### config.mk
export PLATFORM = sky130hd
export DESIGN_NAME = edge_latency_sequencer
export DESIGN_NICKNAME = d
export VERILOG_FILES = /design/src/rtl/edge_latency_sequencer.sv
export SDC_FILE = /design/constraint.sdc
export NUM_CORES = 1
export LEC_CHECK = 0
export BUFFER_PORTS_ARGS = -buffer_cell sky130_fd_sc_hd__buf_2
export CAP_MARGIN = 10
export CORE_UTILIZATION = 40
export CTS_CLUSTER_DIAMETER = 30
export DETAILED_ROUTE_END_ITERATION = 16
export PLACE_DENSITY_LB_ADDON = 0.15
export SLEW_MARGIN = 20
export SYNTH_ARGS = -nofsm -noshare
export SYNTH_HDL_FRONTEND = slang
export SYNTH_SLANG_ARGS = --single-unit
### constraint.sdc
create_clock -name clk -period 11.1 [get_ports clk]
set_input_delay 2.22 -clock clk [delete_from_list [all_inputs] [get_ports clk]]
set_output_delay 2.22 -clock clk [all_outputs]
set_load 0.005 [all_outputs]
### src/rtl/edge_latency_sequencer.sv
// edge_latency_sequencer: drives NUM_EDGES level flips on stim_out and times
// the board's echo on resp_in, accumulating min/max/sum latency statistics.
//
// Ports:
//   clk        system clock
//   reset      synchronous, active-high reset
//   start      single-cycle pulse, starts a run from IDLE or DONE
//   resp_in    asynchronous echo from the board (2-flop synchronised)
//   stim_out   level driven to the board
//   busy       high while a run is in progress (ISSUE, WAIT_RESP, GAP)
//   done       high in DONE
//   err        0 = ok, 1 = timeout, 2 = start mismatch
//   edge_count number of echoes recorded this run
//   min_lat    smallest recorded latency (all-ones if none)
//   max_lat    largest recorded latency
//   sum_lat    sum of recorded latencies, modulo 2^SUM_W

module edge_latency_sequencer #(
    parameter int NUM_EDGES  = 1000,
    parameter int TIMEOUT    = 1000000,
    parameter int GAP_CYCLES = 100,
    parameter int SUM_W      = 48
) (
    input  logic             clk,
    input  logic             reset,
    input  logic             start,
    input  logic             resp_in,
    output logic             stim_out,
    output logic             busy,
    output logic             done,
    output logic [1:0]       err,
    output logic [31:0]      edge_count,
    output logic [31:0]      min_lat,
    output logic [31:0]      max_lat,
    output logic [SUM_W-1:0] sum_lat
);

    localparam logic [2:0] S_IDLE  = 3'd0;
    localparam logic [2:0] S_ISSUE = 3'd1;
    localparam logic [2:0] S_WAIT  = 3'd2;
    localparam logic [2:0] S_GAP   = 3'd3;
    localparam logic [2:0] S_DONE  = 3'd4;

    localparam logic [1:0] E_OK       = 2'd0;
    localparam logic [1:0] E_TIMEOUT  = 2'd1;
    localparam logic [1:0] E_MISMATCH = 2'd2;

    // Terminal counts, pre-decremented so the compares need no adder.
    localparam logic [31:0] EDGE_LAST = 32'(NUM_EDGES - 1);
    localparam logic [31:0] TO_LAST   = 32'(TIMEOUT - 1);
    // A zero gap still spends one cycle in GAP.
    localparam logic [31:0] GAP_LAST  =
        (GAP_CYCLES > 0) ? 32'(GAP_CYCLES - 1) : 32'd0;

    logic [2:0]  state;
    logic [2:0]  state_nx;
    logic        sync1;
    logic        resp_sync;
    logic [31:0] lat_cnt;
    logic [31:0] gap_cnt;
    logic [31:0] lat_now;

    logic        go;
    logic        mismatch;
    logic        rec_hit;
    logic        to_hit;
    logic        last_edge;
    logic        gap_end;

    assign busy = (state == S_ISSUE) ||
                  (state == S_WAIT)  ||
                  (state == S_GAP);
    assign done = (state == S_DONE);

    // Latency of the edge being recorded: the recording clock itself counts.
    assign lat_now   = lat_cnt + 32'd1;

    assign go        = start &&
                       ((state == S_IDLE) || (state == S_DONE));
    // The board must already echo the current level before a run begins.
    assign mismatch  = (resp_sync != stim_out);
    assign rec_hit   = (state == S_WAIT) && !mismatch;
    assign to_hit    = (state == S_WAIT) && mismatch &&
                       (lat_cnt == TO_LAST);
    assign last_edge = (edge_count == EDGE_LAST);
    assign gap_end   = (gap_cnt == GAP_LAST);

    always_comb begin
        state_nx = state;
        case (state)
            S_IDLE, S_DONE: begin
                if (start) begin
                    state_nx = mismatch ? S_DONE : S_ISSUE;
                end
            end
            S_ISSUE: begin
                state_nx = S_WAIT;
            end
            S_WAIT: begin
                if (rec_hit) begin
                    state_nx = last_edge ? S_DONE : S_GAP;
                end else if (to_hit) begin
                    state_nx = S_DONE;
                end
            end
            S_GAP: begin
                if (gap_end) begin
                    state_nx = S_ISSUE;
                end
            end
            default: begin
                state_nx = S_IDLE;
            end
        endcase
    end

    // Two-flop synchroniser for the asynchronous echo.
    always_ff @(posedge clk) begin
        if (reset) begin
            sync1     <= 1'b0;
            resp_sync <= 1'b0;
        end else begin
            sync1     <= resp_in;
            resp_sync <= sync1;
        end
    end

    always_ff @(posedge clk) begin
        if (reset) begin
            state <= S_IDLE;
        end else begin
            state <= state_nx;
        end
    end

    // stim_out level carries over between runs; only reset clears it.
    always_ff @(posedge clk) begin
        if (reset) begin
            stim_out <= 1'b0;
        end else if (state == S_ISSUE) begin
            stim_out <= ~stim_out;
        end
    end

    // Wait counter saturates at TIMEOUT-1 because the timeout leaves WAIT.
    always_ff @(posedge clk) begin
        if (reset) begin
            lat_cnt <= 32'd0;
        end else if (state == S_ISSUE) begin
            lat_cnt <= 32'd0;
        end else if ((state == S_WAIT) && !rec_hit && !to_hit) begin
            lat_cnt <= lat_cnt + 32'd1;
        end
    end

    always_ff @(posedge clk) begin
        if (reset) begin
            gap_cnt <= 32'd0;
        end else if (rec_hit) begin
            gap_cnt <= 32'd0;
        end else if ((state == S_GAP) && !gap_end) begin
            gap_cnt <= gap_cnt + 32'd1;
        end
    end

    always_ff @(posedge clk) begin
        if (reset) begin
            err <= E_OK;
        end else if (go) begin
            err <= mismatch ? E_MISMATCH : E_OK;
        end else if (to_hit) begin
            err <= E_TIMEOUT;
        end
    end

    // Statistics change only on start (clear) or on a recording edge.
    always_ff @(posedge clk) begin
        if (reset) begin
            edge_count <= 32'd0;
            min_lat    <= 32'hFFFF_FFFF;
            max_lat    <= 32'd0;
            sum_lat    <= '0;
        end else if (go) begin
            edge_count <= 32'd0;
            min_lat    <= 32'hFFFF_FFFF;
            max_lat    <= 32'd0;
            sum_lat    <= '0;
        end else if (rec_hit) begin
            edge_count <= edge_count + 32'd1;
            sum_lat    <= sum_lat + SUM_W'(lat_now);
            if (lat_now < min_lat) begin
                min_lat <= lat_now;
            end
            if (lat_now > max_lat) begin
                max_lat <= lat_now;
            end
        end
    end

endmodule

; After elaboration in Yosys (flattened, before gate mapping)
; Cells that the tools add are included.
[totals]
regBits = 216
inputBits = 4
output_inout_bits = 149
wordCells = 62
[classes]
n_addsub = 4
n_lt_le_gt_ge = 2
eq_ne = 11
n_mux = 10
bitwise_logic = 1
reduce_logical = 23
[op_table]
columns = operator, count
row1 = "adder 32 x 1 -> 32 bit, second input constant", 3
row2 = adder 48 x 32 -> 48 bit, 1
row3 = "equality test 32 x 10 -> 1 bit, second input constant", 1
row4 = "equality test 32 x 20 -> 1 bit, second input constant", 1
row5 = "equality test 32 x 7 -> 1 bit, second input constant", 1
row6 = > comparator 32 bit, 1
row7 = < comparator 32 bit, 1
row8 = 2-to-1 mux 3 bit, 6
row9 = one-hot mux 3 bit (4 select lines), 1
row10 = OR reduction 2 bit, 4
row11 = logical AND 1 bit, 7
row12 = "equality test 3 x 2 -> 1 bit, second input constant", 2
row13 = 2-to-1 mux 2 bit, 3
row14 = logical NOT 1 bit, 4
row15 = "!= test 2 bit, second input constant", 2
row16 = AND reduction 2 bit, 2
row17 = "equality test 3 x 1 -> 1 bit, second input constant", 1
row18 = "equality test 3 bit, second input constant", 1
row19 = logical NOT 3 bit, 1
row20 = logical OR 1 bit, 3
row21 = "!= test 3 bit, second input constant", 1
row22 = AND reduction 3 bit, 1
row23 = nonzero test 2 bit, 1
row24 = != test 1 bit, 1
row25 = inverter 1 bit, 1

; Logic depth before layout (Yosys ltp)
[depth]
ltp_word = 6
mapped_depth = 19
mapped_depth_nobuf = 17

; Worst setup path before layout
; OpenSTA, ideal clock, no wires.
[synth_path]
path_type = register to register
start = reg lat_cnt[0]
end = reg sum_lat[41]
setup_ns = 0.116
t_arrival_ns = 4.099
t_required_ns = 10.984
path_slack_ns = 6.885
path_stages_with_launch = 19
path_cell_list = dfxtp_1 > ha_1 > and3_1 > nand3_1 > nor3_1 > nand3_1 > nor2_1 > xor2_1 > ha_1 > clkbuf_8 > nand4_1 > a2111oi_2 > inv_1 > a31oi_2 > o2111ai_2 > a21o_1 > a211oi_4 > a31oi_1 > a41o_1
[synth_via]
elab_chain_len = 2
[synth_rtl]
columns = item, line
row1 = from (decl), 59  ; logic [31:0] lat_cnt;
row2 = from (signal assigned), 152  ; lat_cnt <= lat_cnt + 32'd1;
row3 = adder 32 x 1 -> 32 bit, 76  ; assign lat_now = lat_cnt + 32'd1;
row4 = via lat_now[20], 61  ; logic [31:0] lat_now;
row5 = adder 48 x 32 -> 48 bit, 190  ; sum_lat <= sum_lat + SUM_W'(lat_now);
row6 = to (signal assigned), 190
row7 = to (decl), 35  ; output logic [SUM_W-1:0] sum_lat
; The timed path passes the listed nets, and every way through them passes these cells.
; A chain may end at the register's enable or synchronous reset.

; Worst setup path after layout
[layout_path]
start = reg lat_cnt[0]
end = reg max_lat[29]
[layout_via]
elab_chain_len = 3
[layout_rtl]
columns = item, line
row1 = adder 32 x 1 -> 32 bit, 76
row2 = via lat_now[31], 61
row3 = > comparator 32 bit, 194  ; if (lat_now > max_lat) begin
row4 = AND reduction 2 bit (no line), -
row5 = to (signal assigned), 195  ; max_lat <= lat_now;
row6 = to (decl), 34  ; output logic [31:0] max_lat,
; The timed path passes the listed nets, and every way through them passes these cells.

==> metrics.csv <==
metric;value;unit
worst-case reg-to-reg path depth;15;
io pins;153;
worst-path cell chain;nand3_1 > nor3_1 > nand3_1 > nor2b_1 > nand3_1 > nor2_1 > xor2_1 > ha_1 > nand3_1 > nor3_1 > nand3_1 > a211oi_4 > buf_4 > nand3_1 > o31ai_1;
commonest non-fill, non-tap cells in the layout;dfxtp_1, nor2_1, buf_2, nand2_1, a21oi_1;
clock slew at reported path FFs;0.04;ns
routed len/inst;15.9;um
Root Buffer;clkbuf_16;
htree depth;3;
Initial DRC Count;612;
Worst Path Required;11.53;ns
fin util;52.2;%
first-pass GRT wire length;54.8;mm
initial antenna violation count;0;
YS warnings;0;
pwr dens;192;nW/um^2
Post-CTS Hold Buffers;0;
most common cell after layout, fill and taps aside;dfxtp_1;
Synth area leader;dfxtp_1;
largest net degree at the start of global routing;96;
total negative slack;0;ns
distinct cell type count after synthesis;66;
die height;179;um
Area growth, synth to finish;28.4;%
die area;31900;sq um
fraction of the mapped netlist area in adder cells;9.99;%
Post-synth top flop;dfxtp_1;
main combinational cell family by area after synthesis;simple AND/OR/NAND/NOR gates;
CTS Buf Count;66;
row cnt;64;
sequential area share after synthesis;34.7;%
Static Leak;0.00734;uW
crit path time final;5.27;ns
Detailed Route WL;34.6;mm
post-route ant nets;0;
crit path kind;reg2reg;
Crit path top cell by count;nand3_1;
CTS max path bufs;3;
Die Width;179;um
WHS Path Cells;1;
Clk Latency, worst-skew pair;0.54;ns
largest vdd supply drop;0.000161;V
maximum clock frequency;190;MHz
total gr overflow;0;
Post-Synth XOR/XNOR Area;9.27;%
clk_skew;0.0222;ns
antenna fix cells;0;
worst slew pin tran;1.12;ns
async set-reset flop share out of synthesis;0;%
Synth Area in Simple Gates;24.0;%
final hold viol count;0;
Worst slew margin;24.8;%
RSZ-0062 raised after global routing;no;
Final #Nets;1824;
Final Wtd Congestion;0.949;
Syn Nets;1657;
fin crit share;47.5;%
Post-Syn Instances;1554;
share of cells above drive strength 1;17.0;%
IO Port Bufs;152;
crit path DAT;5.70;ns
critical path fanouts, max;42;
status;complete, no violations;
DRT Pass-1 Iters;5;
Hold WC Path Type;reg2reg;
GRT Overall Usage;21.7;%
CP peak stage delay;0.80;ns
CP Capture Type;register;
Post-synth EDFFs;0;
max-slew violation count;0;
setup repair bufs after CTS;0;
total power;3070;uW
post-synthesis register bit count;216;
synthesized area;12500;sq um
DP Wirelength;24.9;mm
mux cell area share after synthesis;0.562;%
Synth Area in Compound Gates;16.1;%
post_cts resized;0;
via count;11500;
Avg Inst Size Synth;8.02;sq um
CTS tree;done;
share of the synthesized area in the top cell type;34.7;%
total core area;30700;sq um
Starting Density;40.7;%
Setup-failing EPs final;0;
clock sinks;216;
number of remaining DRC errors;0;
Worst setup SP type;register;
routed vias/inst;5.28;
synth top area cells;dfxtp_1, ha_1, a21oi_1, nor2_1, xnor2_1;
CP max stage cell;a211oi_4;
number of max-cap violations;0;
vias in the first global route;10600;
==> state kept, by name (all words and copies together), names as in the netlist <==
register	flops
gap_cnt	32
stim_out	1
max_lat	32
edge_count	32
lat_cnt	32
sum_lat	48
resp_sync	1
state	3
min_lat	32
err	2
sync1	1
==> layout make-up <==
class	instances	area (sq um)
clock buffers	89	1930
clock inverters	32	531
fillers	2906	14700
inverters	87	327
multi-input cells	1182	7510
flip-flops and latches	216	4320
well taps	396	495
repair buffers	168	901
==> cells in the mapped netlist (6+ instances only) <==
library cell and number:
and4_1 9, nand3_1 79, buf_1 6, xor2_1 64
o21ai_0 44, nor4_1 15, nand2_1 146, o31ai_1 38
and3_1 27, nor2_1 176, o21a_1 9, dfxtp_1 216
ha_1 98, nor2b_1 11, nand2b_1 13, xnor2_1 68
a211oi_1 9, a21oi_1 133, a31oi_1 9, or3_1 27
inv_1 87, clkbuf_1 49, mux2i_1 7, and2_1 8
a21o_1 41, nor3_1 62, nand4_1 31
==> cell families after synthesis <==
group	Yosys count
and+or+nand+nor	625
xor gates and xnor gates	132
DFF	216
AOI/OAI and AO/OA	319
muxes	7
buffers and inverters	156
adders and majority gates	99
==> worst paths after layout <==
path	from	to	slack, ns
max	lat_cnt[0]	max_lat[29]	5.83
min	sync1	resp_sync	0.44
max reg2reg	lat_cnt[0]	max_lat[29]	5.83
min reg2reg	sync1	resp_sync	0.44
==> worst max-delay path, delay by kind of cell (launching register included) <==
kind	cells	cell delay, ns
DFF	1	0.46
xor gates and xnor gates	1	0.55
adders and majority gates	1	0.24
and+or+nand+nor	10	2.49
buffers and inverters	1	0.51
AOI/OAI and AO/OA	2	0.90
==> power breakdown <==
group / leakage (uW) / internal, uW / total, uW / switching [uW]
Clock: 0.00121 / 1510 / 2050 / 542
Combinational: 0.00438 / 56.5 / 203 / 146
Sequential: 0.00174 / 798 / 817 / 18.8
Total: 0.00734 / 2370 / 3070 / 707
==> layer usage <==
layer | share of wire (%) | track usage (%) | vias up
li1 | - | - | 5834
met1 | 46 | 28.1 | 5238
met2 | 44 | 34.3 | 312
met3 | 6.3 | 5.09 | 80
met4 | 3.1 | 9.04 | 0
met5 | 0 | 0 | -
==> per-stage QoR <==
step	cell area (sq um)	hold WS, ns	std cells	setup slack (ns)
after floorplan	12500	0.414	1554	6.88
after global placement	13500	0.420	2048	6.06
after detailed placement	13500	0.429	2048	5.95
after CTS	16000	0.440	2169	5.93
after global routing	16000	0.457	2170	5.32
final	16000	0.444	2170	5.83
(Power assumes the default switching activity.)
